<file path="config.mk">
export PLATFORM = sky130hd
export DESIGN_NAME = accel_tilt_detect
export DESIGN_NICKNAME = d
export VERILOG_FILES = /design/src/rtl/accel_tilt_detect.sv
export SDC_FILE = /design/constraint.sdc
export NUM_CORES = 1
export LEC_CHECK = 0
export CORE_MARGIN = 3
export CORE_UTILIZATION = 48
export CTS_CLUSTER_DIAMETER = 60
export DETAILED_ROUTE_END_ITERATION = 6
export GPL_ROUTABILITY_DRIVEN = 0
export HOLD_SLACK_MARGIN = 0.03
export PLACE_DENSITY = 0.74
export SLEW_MARGIN = 20
export SYNTH_ARGS = -nofsm -noshare
export SYNTH_HDL_FRONTEND = slang
export SYNTH_SLANG_ARGS = --single-unit
export TNS_END_PERCENT = 50
</file>
<file path="constraint.sdc">
create_clock -name CLK -period 3.9 [get_ports CLK]
set_input_delay 0.585 -clock CLK [delete_from_list [all_inputs] [get_ports CLK]]
set_output_delay 0.585 -clock CLK [all_outputs]
set_load 0.03 [all_outputs]
</file>
<file path="src/rtl/accel_tilt_detect.sv">
// Accelerometer tilt detector: synchronises the SPI round_done strobe, keeps a
// 4-sample moving average per axis and commits a debounced orientation code.
module accel_tilt_detect #(
  parameter logic [11:0] THRESH     = 12'd256,
  parameter int          STABLE_CNT = 3
) (
  input  logic        CLK,
  input  logic        reset,
  input  logic        round_done,
  input  logic [11:0] x_raw,
  input  logic [11:0] y_raw,
  input  logic [11:0] z_raw,
  output logic [11:0] x_avg,
  output logic [11:0] y_avg,
  output logic [11:0] z_avg,
  output logic        avg_valid,
  output logic [2:0]  tilt,
  output logic        tilt_change,
  output logic        overrun
);

  localparam int RW = $clog2(STABLE_CNT + 1);
  localparam logic [RW-1:0] RUN_MAX = RW'(STABLE_CNT);
  localparam logic [12:0] THRESH_ABS = {1'b0, THRESH};
  localparam logic signed [12:0] NEG_THRESH = -$signed({1'b0, THRESH});

  localparam logic [2:0] FLAT     = 3'd0;
  localparam logic [2:0] LEFT     = 3'd1;
  localparam logic [2:0] RIGHT    = 3'd2;
  localparam logic [2:0] FORWARD  = 3'd3;
  localparam logic [2:0] BACK     = 3'd4;
  localparam logic [2:0] INVERTED = 3'd5;

  typedef enum logic [2:0] {IDLE, SHIFT, SUM, CLASS, DECIDE} state_t;

  state_t state, next_state;

  logic sync1, sync2, sync3;
  logic sample_edge;
  logic pending;
  logic [11:0] x_stage, y_stage, z_stage;
  logic [11:0] x_hist [4];
  logic [11:0] y_hist [4];
  logic [11:0] z_hist [4];
  logic [2:0]  fill_cnt;
  logic [13:0] x_sum, y_sum, z_sum;
  logic [RW-1:0] run_cnt, run_next;
  logic [2:0]  prev_cand, cand;
  logic [12:0] x_abs, y_abs;
  logic unused_sum_lsbs;

  function automatic logic [13:0] sum4(input logic [11:0] a, input logic [11:0] b,
                                       input logic [11:0] c, input logic [11:0] d);
    return {{2{a[11]}}, a} + {{2{b[11]}}, b} + {{2{c[11]}}, c} + {{2{d[11]}}, d};
  endfunction

  // 13-bit result so that -2048 maps to +2048 without wrapping
  function automatic logic [12:0] abs13(input logic [11:0] v);
    logic [12:0] ext;
    ext = {v[11], v};
    return v[11] ? (13'd0 - ext) : ext;
  endfunction

  always_ff @(posedge CLK or negedge reset) begin
    if (!reset) begin
      sync1 <= 1'b0;
      sync2 <= 1'b0;
      sync3 <= 1'b0;
    end else begin
      sync1 <= round_done;
      sync2 <= sync1;
      sync3 <= sync2;
    end
  end

  assign sample_edge = sync2 & ~sync3;

  always_ff @(posedge CLK or negedge reset) begin
    if (!reset) state <= IDLE;
    else        state <= next_state;
  end

  always_comb begin
    next_state = state;
    case (state)
      IDLE:    if (sample_edge || pending) next_state = SHIFT;
      SHIFT:   next_state = SUM;
      SUM:     next_state = CLASS;
      CLASS:   next_state = DECIDE;
      DECIDE:  next_state = IDLE;
      default: next_state = IDLE;
    endcase
  end

  // Averaging datapath plus the lost-sample bookkeeping
  always_ff @(posedge CLK or negedge reset) begin
    if (!reset) begin
      x_stage   <= '0;
      y_stage   <= '0;
      z_stage   <= '0;
      for (int i = 0; i < 4; i++) begin
        x_hist[i] <= '0;
        y_hist[i] <= '0;
        z_hist[i] <= '0;
      end
      fill_cnt  <= '0;
      x_sum     <= '0;
      y_sum     <= '0;
      z_sum     <= '0;
      x_avg     <= '0;
      y_avg     <= '0;
      z_avg     <= '0;
      avg_valid <= 1'b0;
      pending   <= 1'b0;
      overrun   <= 1'b0;
    end else begin
      avg_valid <= 1'b0;
      if (state == IDLE) begin
        if (sample_edge || pending) begin
          x_stage <= x_raw;
          y_stage <= y_raw;
          z_stage <= z_raw;
          pending <= 1'b0;
        end
      end else if (sample_edge) begin
        if (pending) overrun <= 1'b1;
        else         pending <= 1'b1;
      end
      case (state)
        SHIFT: begin
          x_hist[0] <= x_stage;
          y_hist[0] <= y_stage;
          z_hist[0] <= z_stage;
          for (int i = 1; i < 4; i++) begin
            x_hist[i] <= x_hist[i-1];
            y_hist[i] <= y_hist[i-1];
            z_hist[i] <= z_hist[i-1];
          end
          if (fill_cnt != 3'd4) fill_cnt <= fill_cnt + 3'd1;
        end
        SUM: begin
          x_sum <= sum4(x_hist[0], x_hist[1], x_hist[2], x_hist[3]);
          y_sum <= sum4(y_hist[0], y_hist[1], y_hist[2], y_hist[3]);
          z_sum <= sum4(z_hist[0], z_hist[1], z_hist[2], z_hist[3]);
        end
        CLASS: begin
          x_avg     <= x_sum[13:2];
          y_avg     <= y_sum[13:2];
          z_avg     <= z_sum[13:2];
          avg_valid <= (fill_cnt == 3'd4);
        end
        default: ;
      endcase
    end
  end

  assign unused_sum_lsbs = ^{x_sum[1:0], y_sum[1:0], z_sum[1:0]};

  always_comb begin
    x_abs = abs13(x_avg);
    y_abs = abs13(y_avg);
    cand  = FLAT;
    if (x_abs > THRESH_ABS && x_abs >= y_abs)
      cand = x_avg[11] ? LEFT : RIGHT;
    else if (y_abs > THRESH_ABS)
      cand = y_avg[11] ? BACK : FORWARD;
    else if ($signed({z_avg[11], z_avg}) < NEG_THRESH)
      cand = INVERTED;
  end

  always_comb begin
    run_next = RW'(1);
    if (cand == prev_cand)
      run_next = (run_cnt == RUN_MAX) ? RUN_MAX : run_cnt + 1'b1;
  end

  // Debounce: a new orientation commits only after STABLE_CNT matching full averages
  always_ff @(posedge CLK or negedge reset) begin
    if (!reset) begin
      prev_cand   <= FLAT;
      run_cnt     <= '0;
      tilt        <= FLAT;
      tilt_change <= 1'b0;
    end else begin
      tilt_change <= 1'b0;
      if (state == DECIDE && fill_cnt == 3'd4) begin
        prev_cand <= cand;
        run_cnt   <= run_next;
        if (run_next == RUN_MAX && cand != tilt) begin
          tilt        <= cand;
          tilt_change <= 1'b1;
        end
      end
    end
  end

endmodule

</file>
# Word-level counts from Yosys, hierarchy flattened
# Index checks and enable logic that the tools add are counted.
[classes]
n_addsub = 13
n_lt_le_gt_ge = 4
n_eq_ne = 11
n_mux = 17
bitwise = 3
reduce_logical = 11
[op_table]
columns = ["operator", "n"]
rows = [
  ["adder 13 x 12 -> 14 bit", 3],
  ["adder 14 bit", 3],
  ["adder 12 x 12 -> 13 bit", 3],
  ["greater-than comparator 13 x 9 -> 1 bit, second input constant", 2],
  ["2-to-1 mux 13 bit", 2],
  ["subtractor 1 x 12 -> 13 bit, first input constant", 2],
  ["2-to-1 mux 3 bit", 5],
  ["greater-or-equal comparator 13 bit", 1],
  ["less-than comparator 12 x 9 -> 1 bit, second input constant", 1],
  ["one-hot mux 3 bit (4 select lines)", 1],
  ["AND reduction 2 bit", 4],
  ["equality test 3 x 2 -> 1 bit, second input constant", 2],
  ["equality test 3 bit, second input constant", 2],
  ["2-to-1 mux 1 bit", 6],
  ["2-to-1 mux 2 bit", 3],
  ["equality test 2 bit, second input constant", 2],
  ["adder 3 x 1 -> 3 bit, second input constant", 1],
  ["equality test 3 x 1 -> 1 bit, second input constant", 1],
  ["equality test 3 bit", 1],
  ["logical AND 1 bit", 3],
  ["zero test 3 bit", 1],
  ["inequality test 3 bit", 1],
  ["inequality test 3 bit, second input constant", 1],
  ["AND reduction 3 bit", 1],
  ["6 further kinds", 7],
]
[totals]
register_bits = 279
inputBits = 39
output_inout_bits = 42
word_cells = 92

# Logic depth before layout (Yosys ltp)
# Gate-level depths: netlist of run 1.
[logic_depth]
word_depth = 11
depth_mapped = 17
mapped_depth_nobuf = 17

# Worst setup path after synthesis of run 1
# OpenSTA, ideal clock, no wires.
[synth_timing]
kind = "register -> register"
from = "register y_avg[2]"
to = "register tilt[1]"
setup_ps = 128
t_arrival_ps = 4227
required_ps = 3772
slack_ps = -454
path_stages_with_launch = 16
path_buffers = 1
period_less_slack_ps = 4354
cell_sequence = "dfrtp_1 or4_1 clkbuf_1 or3_1 or4b_2 ha_1 a21o_1 nor2_1 o21ai_0 a21oi_1 a221oi_4 a22oi_2 xor2_1 nor3_4 nand4_4 mux2_1"
[synth_via]
elab_chain_cells = 10
elab_cells_between_ends = 13
classes_between = "add/sub: 1; order compare: 2; eq/ne: 3; mux: 4; reduce/logical: 3"
[synth_lines]
columns = ["element", "line_no", "source"]
rows = [
  ["start: declaration", "14", "output logic [11:0] y_avg,"],
  ["start signal: assignment", "148", "y_avg <= y_sum[13:2];"],
  ["subtractor 1 x 12 -> 13 bit", "61", "return v[11] ? (13'd0 - ext) : ext;"],
  ["2-to-1 mux 13 bit *", "61", ""],
  ["greater-than comparator 13 x 9 -> 1 bit / greater-or-equal comparator 13 bit (equally long branches)", "165, 163", ""],
  ["2-to-1 mux 3 bit / logical AND 1 bit (equally long branches)", "165, 163", ""],
  ["2-to-1 mux 3 bit *", "163", "if (x_abs > THRESH_ABS && x_abs >= y_abs)"],
  ["equality test 3 bit", "173", "if (cand == prev_cand)"],
  ["2-to-1 mux 2 bit", "173", ""],
  ["equality test 2 bit", "189", "if (run_next == RUN_MAX && cand != tilt) begin"],
  ["logical AND 1 bit", "189", ""],
  ["AND reduction 2 bit (no line)", "n/a", ""],
  ["end signal: assignment", "190", "tilt <= cand;"],
  ["end: declaration", "17", "output logic [2:0] tilt,"],
]
# Mark *: on every way between the ends. The rest lies on a longest branch, timed or not.
# A chain may end at the register's enable or synchronous reset.

# Final worst setup path of run 1
[layout_timing]
from = "register y_avg[8]"
to = "register tilt[2]"
# Same word-level chain as after synthesis.

==> results.sh, run 1 <==
export IMPL_synth_top_cell_by_area="dfrtp_1"
export IMPL_hold_buffers=0
export IMPL_skew_ps=8.75
export IMPL_drive_gt1_share_pct=23.9
export IMPL_critPathLaunch="y_avg[8]$_DFFE_PN0P_"
export IMPL_hpwl_um=18800
export IMPL_regArea_um2=6840
export IMPL_wirelength_um=26400
export IMPL_core_um2=28900
export IMPL_hold_violations=0
export IMPL_tightest_slew_ps=1110
export IMPL_synth_top_cells_by_area="dfrtp_1 48%, mux2_2 14%, fa_1 11%"
export IMPL_drc=0
export IMPL_crit_required_ps=4330
export IMPL_ys_types=77
export IMPL_end_kind="flip-flop"
export IMPL_slew_violations=0
export IMPL_ys_top_cells_by_count="273 x dfrtp_1, 174 x mux2_2, 165 x nand2_1"
export IMPL_cts_sinks=273
export IMPL_cts_tree="built"
export IMPL_cp_max_fo=5
export IMPL_placed_cells=1627
export IMPL_violations="setup timing"
export IMPL_root_buffer="clkbuf_16"
export IMPL_setup_ws_ps=-18.5
export IMPL_synth_nets=1337
export IMPL_grt_max_degree=110
export IMPL_dr_wl_met3_um=1340
export IMPL_crit_end="tilt[2]$_DFFE_PN0P_"
export IMPL_multi_input_area_um2=7110
export IMPL_synthesis_area_um2=14200
export IMPL_rsz0062_at_grt="true"
export IMPL_hold_path_class="in -> async"
export IMPL_ys_flop_type="dfrtp_1"
export IMPL_die_width_um=178
export IMPL_r2r_slack_ps=-20
export IMPL_drtIter0Drc=602
export IMPL_rows=62
export IMPL_max_freq_ghz=0.255
export IMPL_r2r_start="y_avg[8]$_DFFE_PN0P_"
export IMPL_min_period_over_period_pct=100
export IMPL_syn2layout_area_growth_pct=18.2
export IMPL_start_util_pct=49.2
export IMPL_run_status="finished with violations"
export IMPL_drt_pass1_iterations=5
export IMPL_io_pin_count=81
export IMPL_fin_nets=1446
export IMPL_fp_dieH_um=178
export IMPL_wl_met2_um=12100
export IMPL_netlist_area_leader_share_pct=48.0
export IMPL_clkTransAtPathRegs_ps=60
export IMPL_reg2reg_to="tilt[2]$_DFFE_PN0P_"
export IMPL_finalSetupViolations=3
export IMPL_insertion_delay_ps=540
export IMPL_period_minus_slack_ps=3920
export IMPL_synth_edf_count=0
export IMPL_grt_antenna_before_repair=0
export IMPL_synthCells=1174
export IMPL_yosys_cell_count_top_type="dfrtp_1"
export IMPL_async_flop_share_pct=100
export IMPL_grt_pass1_wl_um=45100
export IMPL_wl_met1_um=12400
export IMPL_grt_pass1_vias=9042
export IMPL_vias=8897
export IMPL_rr_worst_depth=14
export IMPL_startpoint_type="flip-flop"
export IMPL_grt_overflow_total=0
export IMPL_nFillCells=2291
export IMPL_ys_seq_elements=273
export IMPL_cts_buffer_depth=3
export IMPL_htreeDepth=1
export IMPL_grt_usage_pct=17.2
export IMPL_ant_nets=0
export IMPL_wl_per_cell_um=15.7
export IMPL_cts_buffers=30
export IMPL_yosysWarningCount=0
export IMPL_critPathArrivalTime_ps=4350
export IMPL_top_layer_used="met4"
export IMPL_viasPerCell=5.27
export IMPL_path_class="reg -> reg"
export IMPL_ys_seq_area_share_pct=48.0
export IMPL_fin_cells=1689
export IMPL_cap_violations=0
export IMPL_numPortBuffers=80
export IMPL_syn_avg_cell_area_um2=12.1
export IMPL_diodes=0
export IMPL_die_area_um2=31800
export IMPL_slew_headroom_pct=25.7
==> layout by cell type, fill, tap and decap left out, drive strengths merged, types with 22 or more instances in the layout <==
cell / Yosys / routed
mux2: 177 / 177
nor2: 28 / 28
nand2: 166 / 166
dfrtp: 273 / 273
clkdlybuf4s50: 0 / 79
clkbuf: 40 / 46
ha: 49 / 49
buf: 7 / 45
o31ai: 23 / 23
xor2: 22 / 22
fa: 75 / 75
inv: 49 / 52
o21ai: 74 / 74
==> cells by family after synthesis <==
| kind of cell | Yosys count | share of synthesized area (%) |
|---|---|---|
| and+or+nand+nor | 286 | 9.63 |
| DFF | 273 | 48.0 |
| muxes | 181 | 14.3 |
| AOI/OAI and AO/OA | 168 | 7.81 |
| adders and majority gates | 124 | 14.9 |
| buffers and inverters | 97 | 2.75 |
| xor gates and xnor gates | 43 | 2.64 |
| other | 2 | 0.0527 |
==> routing by layer <==
layer  vias to the layer above  track usage, %
met5                         -               0
met4                         0            4.51
met1                      4436            25.0
li1                       4270               -
met3                        35            2.96
met2                       156            26.9
==> critical path, cell delays in order (launching register included) <==
cell and delay [ps]:
dfrtp_1 380, or4_4 550, or3_4 390, or4b_4 480
ha_2 180, a21o_1 180, nor2_1 100, o21ai_1 80
a21oi_2 190, a221oi_4 120, a22oi_2 310, xor2_2 140
nor3_4 240, nand4_4 140, mux2_4 320
==> registers in the layout (all words and copies together), names as in the netlist, 2 cells and up <==
register   flops
z_stage       12
x_avg         12
z_sum         12
z_avg         12
y_sum         12
x_sum         12
y_stage       12
prev_cand      3
tilt           3
z_hist        48
fill_cnt       3
state          3
x_hist        48
y_avg         12
y_hist        48
x_stage       12
run_cnt        2
==> how the worst min path moves through the flow <==
stage                                   endpoint  slack, ps
after CTS                 x_stage[4]$_DFFE_PN0P_        110
after global placement           sync2$_DFF_PN0_        340
final                     x_hist[39]$_DFFE_PN0P_         60
after detailed placement         sync2$_DFF_PN0_        340
after global routing      x_stage[4]$_DFFE_PN0P_        120
after floorplan              avg_valid$_DFF_PN0_        290
==> layout make-up <==
type,instances,area share (%)
well taps,384,2.86
clock buffers,46,5.42
clock inverters,8,0.625
repair buffers,124,7.12
multi-input cells,804,42.2
inverters,50,1.12
flip-flops and latches,273,40.6
==> timing repair <==
item / 4_1_cts / 5_1_grt
gates resized for setup: 3 / 20
pin swaps: 1 / 8
setup endpoints to repair: 4 / 13
buffers inserted: 1 / 7
==> stage by stage <==
stage	hold slack [ps]	area (um^2)	worst slack, ps	util [%]	TNS (ps)
2_1_floorplan	289	14300	-70.4	-	-211
3_3_place_gp	337	15700	52.6	54.3	0
3_5_place_dp	339	15700	-33.0	54.3	-74.9
4_1_cts	112	16700	-6.47	57.8	-6.47
5_1_grt	124	16800	-226	58.2	-779
6_report	58.8	16800	-18.5	58.2	-39.8
Power of run 1 is not shown: default switching activity piles up to over one toggle a cycle in this logic, so the estimate is an artifact.
==> run 2: changes to the inputs <==
Settings changed: CORE_UTILIZATION 48 to 50, PLACE_DENSITY 0.74 to 0.76.
==> run 2 against run 1 <==
Effect of this change: the run still ends with setup timing left; global-route usage is 0.20 points higher; maximum frequency hardly changed; cell count is 0.18% lower; critical path depth stayed put; flip-flop and latch count stayed put; first-iteration DRC count is 15% lower; clock-buffer cell count is 3 lower; sequential share of layout area is 0.17 points lower; core utilization is 2.3 points higher; register-to-register slack hardly changed; critical path type unchanged; largest cell class unchanged.
==> results.sh, run 2 (synthesized netlist as in run 1, its figures left out) <==
export IMPL_slew_violations=0
export IMPL_numPortBuffers=80
export IMPL_clkTransAtPathRegs_ps=60
export IMPL_drive_gt1_share_pct=25.0
export IMPL_min_period_over_period_pct=100
export IMPL_cts_tree="built"
export IMPL_placed_area_um2=15700
export IMPL_fin_nets=1447
export IMPL_period_minus_slack_ps=3920
export IMPL_finalSetupViolations=3
export IMPL_fin_cells=1686
export IMPL_drt_pass1_iterations=5
export IMPL_die_width_um=175
export IMPL_htreeDepth=1
export IMPL_grt_antenna_before_repair=0
export IMPL_reg2reg_to="tilt[2]$_DFFE_PN0P_"
export IMPL_root_buffer="clkbuf_16"
export IMPL_start_util_pct=51.0
export IMPL_max_freq_ghz=0.255
export IMPL_mostFrequentLayoutCells="269 x dfrtp_1, 174 x mux2_2, 164 x nand2_1"
export IMPL_path_class="reg -> reg"
export IMPL_violations="setup timing"
export IMPL_grt_pass1_vias=9134
export IMPL_grt_pass1_wl_um=45000
export IMPL_rows=61
export IMPL_drtIter0Drc=509
export IMPL_cts_buffers=30
export IMPL_stdcell_area_um2=16900
export IMPL_reg_top3="x_hist x48, y_hist x48, z_hist x48"
export IMPL_slew_headroom_pct=46.2
export IMPL_rsz0062_at_grt="true"
export IMPL_insertion_delay_ps=550
export IMPL_core_um2=27900
export IMPL_crit_required_ps=4340
export IMPL_drc=0
export IMPL_cap_violations=0
export IMPL_final_common_cell="dfrtp_1"
export IMPL_pre_cts_slack_ps=-58.7
export IMPL_startpoint_type="flip-flop"
export IMPL_cts_sinks=273
export IMPL_fp_dieH_um=175
export IMPL_hold_buffers=0
export IMPL_wirelength_um=26000
export IMPL_tightest_slew_ps=806
export IMPL_rr_worst_depth=14
export IMPL_cp_max_fo=4
export IMPL_setup_ws_ps=-18.4
export IMPL_diodes=0
export IMPL_critPathArrivalTime_ps=4350
export IMPL_r2r_slack_ps=-20
export IMPL_hpwl_um=18300
export IMPL_hold_path_class="in -> async"
export IMPL_wl_per_cell_um=15.4
export IMPL_grt_max_degree=105
export IMPL_syn2layout_area_growth_pct=18.7
export IMPL_viasPerCell=5.30
export IMPL_r2r_start="y_avg[6]$_DFFE_PN0P_"
export IMPL_ant_nets=0
export IMPL_vias=8932
export IMPL_end_kind="flip-flop"
export IMPL_cts_buffer_depth=3
export IMPL_placed_cells=1619
export IMPL_grt_usage_pct=17.4
export IMPL_skew_ps=19.6
export IMPL_io_pin_count=81
export IMPL_hold_violations=0
export IMPL_run_status="finished with violations"
export IMPL_grt_overflow_total=0
export IMPL_die_area_um2=30500
-- run 2: cell count changes in the layout (fill, tap and decap cells not counted), moves of 3 or more --
| cell | previous run | this run |
|---|---|---|
| inv_6 | 3 | 0 |
| clkbuf_8 | 8 | 11 |
| buf_4 | 39 | 42 |
| clkbuf_1 | 7 | 2 |
| clkinv_4 | 1 | 4 |
| a21boi_1 | 8 | 5 |
-- run 2: metrics by stage --
stage | hold slack [ps] | utilization [%] | setup TNS [ps]
global route | 118 | 60.5 | -569
detailed placement | 363 | 56.1 | -223
finish | 83.0 | 60.5 | -46.3
CTS | 121 | 59.9 | 0
global placement | 355 | 56.1 | 0
floorplan | 289 | - | -211
-- run 2: cell type report --
cell class              count  area [um^2]
repair buffers            125         1180
multi-input cells         804         7170
clock buffers              43          910
inverters                  50          188
clock inverters            13          146
well taps                 378          473
fillers                  2189        11000
flip-flops and latches    273         6840
-- run 2: routing by layer --
metal  vias to the layer above  global-route usage (%)  share of wire, %
met5                         -                       0                 0
li1                       4282                       -                 -
met3                        46                    2.76               4.2
met1                      4456                    25.5                48
met2                       148                    27.4                46
met4                         0                    4.49               1.9
-- run 2: timing repair --
action / 4_1_cts / 5_1_grt
pin swaps: 2 / 14
gates resized for setup: 4 / 29
setup buffers: 0 / 11
setup endpoints to repair: 4 / 14
-- run 2: how the worst max path moves through the flow --
stage | from | to | slack, ps
floorplan | y_avg[6]$_DFFE_PN0P_ | tilt[2]$_DFFE_PN0P_ | -70
global placement | y_avg[0]$_DFFE_PN0P_ | tilt[0]$_DFFE_PN0P_ | 40
detailed placement | y_avg[0]$_DFFE_PN0P_ | tilt[2]$_DFFE_PN0P_ | -60
CTS | z_hist[2]$_DFFE_PN0P_ | z_sum[13]$_DFFE_PN0N_ | 10
global route | y_avg[0]$_DFFE_PN0P_ | tilt[2]$_DFFE_PN0P_ | -170
finish | y_avg[6]$_DFFE_PN0P_ | tilt[2]$_DFFE_PN0P_ | -20
-- run 2: worst max-delay path, cell delays in order, from the launching register on --
cell and delay, ps:
dfrtp_2 400, or4_4 530, or3_4 380, or4b_4 480
ha_2 180, a21o_1 170, nor2_1 80, o21ai_1 70
a21oi_2 210, o21ai_2 120, a22oi_2 310, xor2_2 130
nor3_4 260, nand4_4 160, mux2_4 320
Power of run 2 is left out for the same reason.
==> run 3: changes to the inputs <==
Settings changed: CORE_UTILIZATION 50 to 55, PLACE_DENSITY 0.76 to 0.82, SKIP_LAST_GASP from default to 1.
==> run 3 against run 2 <==
Effect of this change: the run still ends with setup timing left; cell count down 3.6%; routed wire length up 1.8%; final area down 1.4%; via count up 0.67%; flip-flop and latch count unchanged; die area down 8.8%; non-clock buffer count down 8; critical endpoint is now tilt[1]$_DFFE_PN0P_; largest cell class unchanged.
==> results.sh, run 3 (synthesized netlist as in run 1, its figures left out) <==
export IMPL_die_width_um=167
export IMPL_drive_gt1_share_pct=23.6
export IMPL_cp_max_fo=4
export IMPL_wl_per_cell_um=16.3
export IMPL_grt_max_degree=98
export IMPL_cts_buffers=29
export IMPL_hpwl_um=18600
export IMPL_fin_cells=1626
export IMPL_cts_tree="built"
export IMPL_slew_violations=0
export IMPL_grt_pass1_vias=9210
export IMPL_skew_ps=6.61
export IMPL_rr_worst_depth=14
export IMPL_grt_pass1_wl_um=45400
export IMPL_diodes=0
export IMPL_root_buffer="clkbuf_16"
export IMPL_drtIter0Drc=520
export IMPL_period_minus_slack_ps=3920
export IMPL_fin_nets=1438
export IMPL_slew_headroom_pct=44.7
export IMPL_htreeDepth=1
export IMPL_fp_dieH_um=167
export IMPL_crit_chain="or4_4 -> or3_4 -> or4b_4 -> ha_2 -> a21o_1 -> nor2_1 -> o21ai_1 -> a21oi_2 -> a221oi_4 -> a21o_2 -> o21a_1 -> o221ai_2 -> nand4_4 -> mux2_4"
export IMPL_grt_antenna_before_repair=0
export IMPL_hold_buffers=0
export IMPL_insertion_delay_ps=530
export IMPL_max_freq_ghz=0.255
export IMPL_cts_buffer_depth=3
export IMPL_multi_input_area_um2=7110
export IMPL_min_period_over_period_pct=101
export IMPL_core_um2=25300
export IMPL_slowest_stage="or4_4"
export IMPL_run_status="finished with violations"
export IMPL_fin_setup_tns_ps=-46.5
export IMPL_critPathArrivalTime_ps=4330
export IMPL_final_common_cell="dfrtp_1"
export IMPL_rows=58
export IMPL_viasPerCell=5.53
export IMPL_syn2layout_area_growth_pct=17.1
export IMPL_startpoint_type="flip-flop"
export IMPL_mostFrequentLayoutCells="269 x dfrtp_1, 174 x mux2_2, 164 x nand2_1"
export IMPL_drt_pass1_iterations=6
export IMPL_setup_ws_ps=-21.2
export IMPL_end_kind="flip-flop"
export IMPL_vias=8992
export IMPL_die_area_um2=27900
export IMPL_crit_required_ps=4310
export IMPL_cap_violations=0
export IMPL_numPortBuffers=80
export IMPL_tightest_slew_ps=825
export IMPL_placed_cells=1572
export IMPL_hold_path_class="in -> async"
export IMPL_ant_nets=0
export IMPL_rsz0062_at_grt="true"
export IMPL_hold_violations=0
export IMPL_violations="setup timing"
export IMPL_io_pin_count=81
export IMPL_clkTransAtPathRegs_ps=60
export IMPL_drc=0
export IMPL_nFillCells=1815
export IMPL_regArea_um2=6840
export IMPL_start_util_pct=56.2
export IMPL_wirelength_um=26500
export IMPL_path_class="reg -> reg"
export IMPL_reg_top3="x_hist x48, y_hist x48, z_hist x48"
export IMPL_finalSetupViolations=3
export IMPL_cpPeakStageDelay_ps=540
export IMPL_cts_sinks=273
export IMPL_grt_usage_pct=19.2
export IMPL_grt_overflow_total=0
-- run 3: worst max-delay path, delay by kind of cell, from the launching register on --
family	cells	cell delay, ps
compound gates	7	1220
fa+ha+maj	1	180
flops	1	430
mux	1	330
simple gates	5	1640
-- run 3: path summary, 6_finish.rpt --
| path | startpoint | end | slack [ps] |
|---|---|---|---|
| worst max-delay path | y_avg[1]$_DFFE_PN0P_ | tilt[1]$_DFFE_PN0P_ | -20 |
| worst min-delay path | reset | x_stage[5]$_DFFE_PN0P_ | 70 |
| worst max register to register | y_avg[1]$_DFFE_PN0P_ | tilt[1]$_DFFE_PN0P_ | -20 |
| worst min register to register | sync2$_DFF_PN0_ | sync3$_DFF_PN0_ | 380 |
| max in group asynchronous | reset | z_stage[8]$_DFFE_PN0P_ | 2820 |
| min in group CLK | sync2$_DFF_PN0_ | sync3$_DFF_PN0_ | 380 |
-- run 3: area by class of cell --
| type | instances | area share [%] |
|---|---|---|
| multi-input cells | 804 | 42.7 |
| clock buffers | 37 | 4.77 |
| clock inverters | 15 | 1.08 |
| repair buffers | 117 | 6.88 |
| flip-flops and latches | 273 | 41.0 |
| inverters | 50 | 1.13 |
| well taps | 330 | 2.48 |
-- run 3: routing by layer --
| layer | global-route usage (%) | share of wire [%] | vias up |
|---|---|---|---|
| li1 | - | - | 4248 |
| met1 | 27.8 | 47 | 4560 |
| met2 | 31.9 | 48 | 154 |
| met3 | 2.68 | 3.7 | 30 |
| met4 | 3.59 | 1.4 | 0 |
| met5 | 0 | 0 | - |
-- run 3: through the flow --
stage | cell area [um^2] | hold slack (ps) | utilization [%] | setup WS [ps]
3_3_place_gp | 15600 | 355 | 61.7 | 76.0
5_1_grt | 16700 | 130 | 65.8 | -243
4_1_cts | 16600 | 101 | 65.7 | 4.14
2_1_floorplan | 14300 | 289 | - | -70.4
6_report | 16700 | 74.8 | 65.8 | -21.2
3_5_place_dp | 15600 | 369 | 61.7 | -71.2
-- run 3: repair_timing --
item,4_1_cts,5_1_grt
setup endpoints to repair,4,14
setup buffers,1,1
resized for setup,7,14
gates cloned,0,0
pin swaps,1,7
Power of run 3 is left out for the same reason.
